File: src/rtl/seg7_pkg.sv
`default_nettype none
// ============================================================================
//  Module   : seg7_pkg
//  Purpose  : Shared constants for the 5-position 7-segment scan display:
//             active-low glyphs {g,f,e,d,c,b,a} and position-index types.
//  Revision : 1.0  initial release
// ============================================================================
package seg7_pkg;

    localparam int NUM_POS = 5;            // sign + 4 digits
    localparam int IDX_W   = 3;

    typedef logic [IDX_W-1:0] pos_idx_t;

    localparam pos_idx_t POS_UNITS = 3'd0;
    localparam pos_idx_t POS_SIGN  = 3'd4;  // also the last position in the scan

    // Active-low glyphs, bit order {g,f,e,d,c,b,a}
    localparam logic [6:0] SEG_0     = 7'h40;
    localparam logic [6:0] SEG_1     = 7'h79;
    localparam logic [6:0] SEG_2     = 7'h24;
    localparam logic [6:0] SEG_3     = 7'h30;
    localparam logic [6:0] SEG_4     = 7'h19;
    localparam logic [6:0] SEG_5     = 7'h12;
    localparam logic [6:0] SEG_6     = 7'h02;
    localparam logic [6:0] SEG_7     = 7'h78;
    localparam logic [6:0] SEG_8     = 7'h00;
    localparam logic [6:0] SEG_9     = 7'h10;
    localparam logic [6:0] SEG_E     = 7'h06;
    localparam logic [6:0] SEG_MINUS = 7'h3F;
    localparam logic [6:0] SEG_BLANK = 7'h7F;

endpackage
`default_nettype wire

File: src/rtl/seg7_if.sv
`default_nettype none
// ============================================================================
//  Module   : seg7_if
//  Purpose  : Value/control inputs and display drive outputs of the scanner.
//             master = value producer / board side, slave = seg7_scan.
//  Revision : 1.0  initial release
// ============================================================================
interface seg7_if;
    import seg7_pkg::*;

    logic [15:0]        dec;    // packed BCD, [15:12] thousands .. [3:0] units
    logic               neg;    // 1 = negative
    logic               load;   // single-cycle capture strobe
    logic               lz_en;  // leading-zero blanking enable (live)
    logic [NUM_POS-1:0] an;     // anodes, active-low, an[4] = sign
    logic [6:0]         seg;    // segments {g,f,e,d,c,b,a}, active-low
    logic               dp;     // decimal point, active-low

    modport master (output dec, neg, load, lz_en, input  an, seg, dp);
    modport slave  (input  dec, neg, load, lz_en, output an, seg, dp);

endinterface
`default_nettype wire

File: src/rtl/seg7_decode.sv
`default_nettype none
// ============================================================================
//  Module   : seg7_decode
//  Purpose  : Combinational BCD nibble to active-low 7-segment glyph lookup.
//             Nibbles above 9 show 'E' and ignore the blank request, so a
//             corrupt digit is never hidden.
//  Revision : 1.0  initial release
// ============================================================================
module seg7_decode
    import seg7_pkg::*;
(
    input  wire logic [3:0] i_digit,
    input  wire logic       i_blank,
    output logic      [6:0] o_seg
);

    // Glyph lookup; invalid digits override blanking
    always_comb begin
        o_seg = SEG_E;
        case (i_digit)
            4'd0: o_seg = SEG_0;
            4'd1: o_seg = SEG_1;
            4'd2: o_seg = SEG_2;
            4'd3: o_seg = SEG_3;
            4'd4: o_seg = SEG_4;
            4'd5: o_seg = SEG_5;
            4'd6: o_seg = SEG_6;
            4'd7: o_seg = SEG_7;
            4'd8: o_seg = SEG_8;
            4'd9: o_seg = SEG_9;
            default: o_seg = SEG_E;
        endcase
        if (i_blank && (i_digit <= 4'd9)) begin
            o_seg = SEG_BLANK;
        end
    end

endmodule
`default_nettype wire

File: src/rtl/seg7_scan.sv
`default_nettype none
// ============================================================================
//  Module   : seg7_scan
//  Purpose  : Time-multiplexed driver for a 5-position common-anode display
//             (sign + 4 BCD digits) with leading-zero blanking, invalid-digit
//             indication and an all-anodes-off gap at every position change.
//  Revision : 1.0  initial release
// ============================================================================
module seg7_scan
    import seg7_pkg::*;
#(
    parameter int CLK_DIV   = 50000,   // clk cycles per position, 2..2^20
    parameter int BLANK_CYC = 1        // anode-off cycles per position, < CLK_DIV
) (
    input  wire logic clk,
    input  wire logic rst_n,
    seg7_if.slave     disp
);

    localparam int DIV_W = $clog2(CLK_DIV);
    localparam logic [DIV_W-1:0] c_DIV_LAST = DIV_W'(CLK_DIV - 1);
    localparam logic [DIV_W-1:0] c_BLANK    = DIV_W'(BLANK_CYC);

    logic [15:0]        r_sh_dec;
    logic               r_sh_neg;
    logic [DIV_W-1:0]   r_div;
    pos_idx_t           r_idx;
    logic [6:0]         r_glyph;   // glyph for the position currently dwelling
    logic [NUM_POS-1:0] r_an;
    logic [6:0]         r_seg;
    logic               r_dp;

    pos_idx_t           w_idx_nxt;
    logic [3:0]         w_digit;
    logic               w_lz_zero;
    logic [6:0]         w_dec_seg;
    logic [6:0]         w_glyph;

    assign w_idx_nxt = (r_idx == POS_SIGN) ? POS_UNITS : r_idx + 3'd1;

    // Select the digit entering next and whether it and all higher digits are zero
    always_comb begin
        w_digit   = 4'h0;
        w_lz_zero = 1'b0;
        case (w_idx_nxt)
            3'd0: w_digit = r_sh_dec[3:0];
            3'd1: begin
                w_digit   = r_sh_dec[7:4];
                w_lz_zero = (r_sh_dec[15:4] == 12'h000);
            end
            3'd2: begin
                w_digit   = r_sh_dec[11:8];
                w_lz_zero = (r_sh_dec[15:8] == 8'h00);
            end
            3'd3: begin
                w_digit   = r_sh_dec[15:12];
                w_lz_zero = (r_sh_dec[15:12] == 4'h0);
            end
            default: begin
                w_digit   = 4'h0;
                w_lz_zero = 1'b0;
            end
        endcase
    end

    seg7_decode u_decode (
        .i_digit (w_digit),
        .i_blank (disp.lz_en && w_lz_zero),
        .o_seg   (w_dec_seg)
    );

    // Sign position: minus only for a nonzero magnitude, so -0 reads as 0
    assign w_glyph = (w_idx_nxt == POS_SIGN)
                   ? ((r_sh_neg && (r_sh_dec != 16'h0000)) ? SEG_MINUS : SEG_BLANK)
                   : w_dec_seg;

    // Shadow register for the displayed value
    always_ff @(posedge clk or negedge rst_n) begin
        if (!rst_n) begin
            r_sh_dec <= 16'h0000;
            r_sh_neg <= 1'b0;
        end else if (disp.load) begin
            r_sh_dec <= disp.dec;
            r_sh_neg <= disp.neg;
        end
    end

    // Dwell divider and position index; the next glyph is latched from the
    // pre-load shadow on the advance edge so a coincident load waits a position
    always_ff @(posedge clk or negedge rst_n) begin
        if (!rst_n) begin
            r_div   <= '0;
            r_idx   <= POS_UNITS;
            r_glyph <= SEG_0;
        end else if (r_div == c_DIV_LAST) begin
            r_div   <= '0;
            r_idx   <= w_idx_nxt;
            r_glyph <= w_glyph;
        end else begin
            r_div   <= r_div + 1'b1;
        end
    end

    // Output drive: segments only move while anodes are forced off
    always_ff @(posedge clk or negedge rst_n) begin
        if (!rst_n) begin
            r_an  <= '1;
            r_seg <= SEG_BLANK;
            r_dp  <= 1'b1;
        end else begin
            r_dp <= 1'b1;
            if (r_div < c_BLANK) begin
                r_an  <= '1;
                r_seg <= r_glyph;
            end else begin
                r_an  <= ~(NUM_POS'(1) << r_idx);
            end
        end
    end

    assign disp.an  = r_an;
    assign disp.seg = r_seg;
    assign disp.dp  = r_dp;

endmodule
`default_nettype wire

File: src/flat_wrapper.sv
// flat-port wrapper written by rule: the top's interface ports become plain ports
module seg7_scan_flat import seg7_pkg::*;
#(
    parameter int CLK_DIV   = 50000,                                      
    parameter int BLANK_CYC = 1                                                   
)
  (clk, rst_n, disp_dec, disp_neg, disp_load, disp_lz_en, disp_an, disp_seg, disp_dp);
  seg7_if disp_i ();
  input  wire logic clk;
  input  wire logic rst_n;
  input wire logic [$bits(disp_i.dec)-1:0] disp_dec;
  input wire logic [$bits(disp_i.neg)-1:0] disp_neg;
  input wire logic [$bits(disp_i.load)-1:0] disp_load;
  input wire logic [$bits(disp_i.lz_en)-1:0] disp_lz_en;
  output wire logic [$bits(disp_i.an)-1:0] disp_an;
  output wire logic [$bits(disp_i.seg)-1:0] disp_seg;
  output wire logic [$bits(disp_i.dp)-1:0] disp_dp;
  assign disp_i.dec = disp_dec;
  assign disp_i.neg = disp_neg;
  assign disp_i.load = disp_load;
  assign disp_i.lz_en = disp_lz_en;
  assign disp_an = disp_i.an;
  assign disp_seg = disp_i.seg;
  assign disp_dp = disp_i.dp;
  seg7_scan #(.CLK_DIV(CLK_DIV), .BLANK_CYC(BLANK_CYC)) u_core (.clk(clk), .rst_n(rst_n), .disp(disp_i));
endmodule
File: config.mk
export PLATFORM = sky130hd
export DESIGN_NAME = seg7_scan_flat
export DESIGN_NICKNAME = d
export VERILOG_FILES = /design/src/rtl/seg7_pkg.sv /design/src/rtl/seg7_if.sv /design/src/rtl/seg7_decode.sv /design/src/rtl/seg7_scan.sv /design/src/flat_wrapper.sv
export SDC_FILE = /design/constraint.sdc
export NUM_CORES = 1
export LEC_CHECK = 0
export ABC_AREA = 0
export ABC_CLOCK_PERIOD_IN_PS = 3350
export BUFFER_PORTS_ARGS = -buffer_cell sky130_fd_sc_hd__buf_4
export CAP_MARGIN = 20
export CELL_PAD_IN_SITES_DETAIL_PLACEMENT = 2
export CELL_PAD_IN_SITES_GLOBAL_PLACEMENT = 2
export CORE_MARGIN = 2
export CORE_UTILIZATION = 34
export DETAILED_ROUTE_END_ITERATION = 8
export HOLD_SLACK_MARGIN = 0.05
export PLACE_DENSITY_LB_ADDON = 0.1
export SETUP_SLACK_MARGIN = 0.5
export SLEW_MARGIN = 10
export SYNTH_ARGS = -nofsm -noshare
export SYNTH_HDL_FRONTEND = slang
export SYNTH_SLANG_ARGS = --single-unit
File: constraint.sdc
create_clock -name clk -period 3.35 [get_ports clk]
set_input_delay 0.5025 -clock clk [delete_from_list [all_inputs] [get_ports clk]]
set_output_delay 0.5025 -clock clk [all_outputs]
set_load 0.005 [all_outputs]
==> impl_metrics.tcl <==
set metrics [dict create \
    status "complete, no violations" \
    drive_gt1_share_pct 41.9 \
    fin_crit_sh_pct 88.7 \
    drtPass1Iterations 4 \
    powerDensity_nw_per_um2 366 \
    ant_nets 0 \
    grt_max_degree 56 \
    grt_pass1_vias 2287 \
    critPathMaxFanout 6 \
    routed_wl_mm 6.92 \
    critical_path_class "reg -> reg" \
    synth-edff-count 0 \
    dpl.hpwl_mm 4.90 \
    synth_seq_cells 55 \
    area_growth_pct 26.5 \
    critPathLaunchType "flop" \
    clock_skew_ps 4.77 \
    numPortBuffers 32 \
    ys_async_sr_fraction_pct 100 \
    n_antenna_cell 0 \
    drc 0 \
    worstMarginPinSlew_ps 714 \
    die_y_um 92.7 \
    vias_per_cell 5.12 \
    total_power_mw 1.24 \
    root_buffer "clkbuf_8" \
    synth.distinct_cells 44 \
    globalRouteOverflowTotal 0 \
    seqCellArea_sq_um 1390 \
    max_freq_mhz 337 \
    wl_per_cell_um 17.6 \
    avgSynthCellArea_sq_um 11.3 \
    start_util_pct 34.8 \
    hold_viol_final 0 \
    power.leakage_nw 1.49 \
    setup_viol 0 \
    die_area_sq_um 8600 \
    fin_setup_tns_ps 0 \
    grt_pass1_wl_mm 12.1 \
    cts.htree.levels 2 \
    syn_nets 270 \
    drt-initial-drc-count 38 \
    clock_sinks 55 \
    nNetsFinal 323 \
    die_x_um 92.7 \
    antenna_found_initial 0 \
    rsz0062_at_grt "true" \
    irDropWorstVdd_uv 210 \
    fin_crit_ps 2970 \
    syn_inst 237 \
    io_pins 34 \
    ys_seq_area_share_pct 52.0 \
    fillerInstances 839 \
    slew_headroom_pct 52.4 \
    grtUsageTotal_pct 18.0 \
    path_clk_slew_ps 100 \
    ys_warn_count 0 \
    clock_latency_ps 310 \
    syn_area_sq_um 2680 \
    required_ps 3540 \
    ys.flop_type "dfrtp_1" \
    num_rows 32 \
    gp_congestion 0.717 \
    end_kind "flop" \
    cts_tree "built" \
    cp_data_arrival_time_ps 3160 \
    cts_buffers 5 \
    multiInputGateArea_sq_um 1320 \
    vias 2013 \
    min_path_type "in -> async" \
    slew_violations 0 \
    cts_max_path_buffers 2 \
    maxCapViolations 0 \
    fp.coreArea_sq_um 7690 \
]
## synth_stat cells, drive strengths merged, types with 3 or more instances
| cell type | count | area, sq um |
|---|---|---|
| nor4 | 8 | 56.3 |
| nor3 | 4 | 25.0 |
| nor2b | 3 | 18.8 |
| a21o | 3 | 23.8 |
| dfstp | 13 | 342 |
| inv | 10 | 37.5 |
| o21ai | 11 | 55.1 |
| dfrtp | 42 | 1050 |
| a21oi | 11 | 58.8 |
| nand3 | 5 | 25.0 |
| and2 | 3 | 18.8 |
| nand2 | 23 | 86.3 |
| ha | 12 | 150 |
| nand4 | 5 | 31.3 |
| mux2 | 25 | 282 |
| a22oi | 3 | 27.5 |
| xor2 | 10 | 87.6 |
| clkbuf | 5 | 18.8 |
| nor2 | 17 | 66.3 |
## layout by cell type (no fill, tap or decap), types with 2 or more instances in the layout
cell type / netlist / final
nor4_1: 7 / 7
nand3_1: 5 / 5
a21oi_1: 10 / 4
buf_4: 1 / 50
dfstp_2: 13 / 13
nor2b_1: 3 / 3
ha_1: 12 / 7
xnor2_1: 2 / 2
and3_1: 2 / 2
ha_4: 0 / 4
a21oi_2: 1 / 6
and4_1: 2 / 2
inv_1: 10 / 7
buf_6: 0 / 2
a21o_1: 2 / 2
o21ai_0: 11 / 11
a22oi_1: 2 / 2
and2_1: 3 / 3
dfrtp_1: 42 / 41
nand4_1: 5 / 5
mux2_2: 25 / 25
inv_4: 0 / 2
a222oi_1: 2 / 2
a22o_1: 2 / 2
nor2_1: 16 / 15
nor3_1: 3 / 3
nand2_1: 23 / 23
clkbuf_8: 0 / 7
xor2_1: 10 / 10
## area by class of cell
class	count	area share (%)
inverters	10	1.26
well taps	102	3.77
flip-flops and latches	55	41.2
clock buffers	8	2.96
multi-input cells	166	39.1
repair buffers	52	11.8
## registers in the layout (all words and copies together), names as in the netlist
signal	count
u_core.r_sh_neg	1
u_core.disp.seg	7
u_core.r_div	16
u_core.r_idx	3
u_core.r_glyph	7
u_core.r_sh_dec	16
u_core.disp.an	5
## routing by layer
| metal | up-vias | global-route usage [%] | share of wire, % |
|---|---|---|---|
| li1 | 948 | - | - |
| met1 | 1037 | 23.0 | 44 |
| met2 | 22 | 32.4 | 53 |
| met3 | 6 | 2.69 | 2.0 |
| met4 | 0 | 3.68 | 1.0 |
| met5 | - | 0 | 0 |
## cells by family after synthesis
family	count (synthesis)	share of synthesized area, %
compound gates	39	10.0
xor+xnor	12	3.93
fa+ha+maj	12	5.61
buf+inv	16	2.38
flops	55	52.0
mux	25	10.5
other cells	1	0.140
simple gates	77	15.4
## metrics by stage
| stage | setup slack [ps] | area, sq um | hold WS, ps | instances | utilization (%) |
|---|---|---|---|---|---|
| 2_1_floorplan | 431 | 2710 | 207 | 237 | - |
| 3_3_place_gp | 215 | 3090 | 478 | 369 | 40.1 |
| 3_5_place_dp | 2.64 | 3090 | 487 | 369 | 40.1 |
| 4_1_cts | 417 | 3380 | 263 | 393 | 44.0 |
| 5_1_grt | 283 | 3390 | 282 | 393 | 44.0 |
| 6_report | 379 | 3390 | 247 | 393 | 44.0 |
## critical path: stages (launching register included)
cell	delay (ps)
dfrtp_2	450
ha_4	170
ha_4	230
a22oi_2	200
nor2_2	90
a222oi_1	350
buf_4	210
inv_4	40
ha_4	160
nor2_4	110
a211oi_2	40
o2111a_1	280
buf_4	140
nor3_2	160
buf_6	160
a21oi_2	60
## path summary, 6_finish.rpt
check / startpoint / endpoint / slack, ps / cells after the start
setup / recovery: u_core.r_idx[0] / u_core.r_glyph[0] / 380 / 15
hold / removal: rst_n / u_core.r_div[7] / 250 / 1
setup reg to reg: u_core.r_idx[0] / u_core.r_glyph[0] / 380 / 15
hold reg to reg: u_core.r_div[10] / u_core.r_div[10] / 500 / 1
max in group asynchronous: rst_n / u_core.r_idx[0] / 2600 / 1
min in group clk: disp_dec[2] / u_core.r_sh_dec[2] / 420 / 3
## report_power, final
group,switching [mW],total (mW),internal (mW)
Clock,0.214,0.403,0.189
Combinational,0.0660,0.131,0.0654
Sequential,0.0193,0.704,0.685
## repair_timing
action,4_1_cts,5_1_grt
buffers inserted,16,0
endpoints found under the setup margin,7,7
gates resized for setup,20,1
hold buffers,0,0
pin swaps,12,7
No activity file was read; power rests on OpenSTA's default activity.
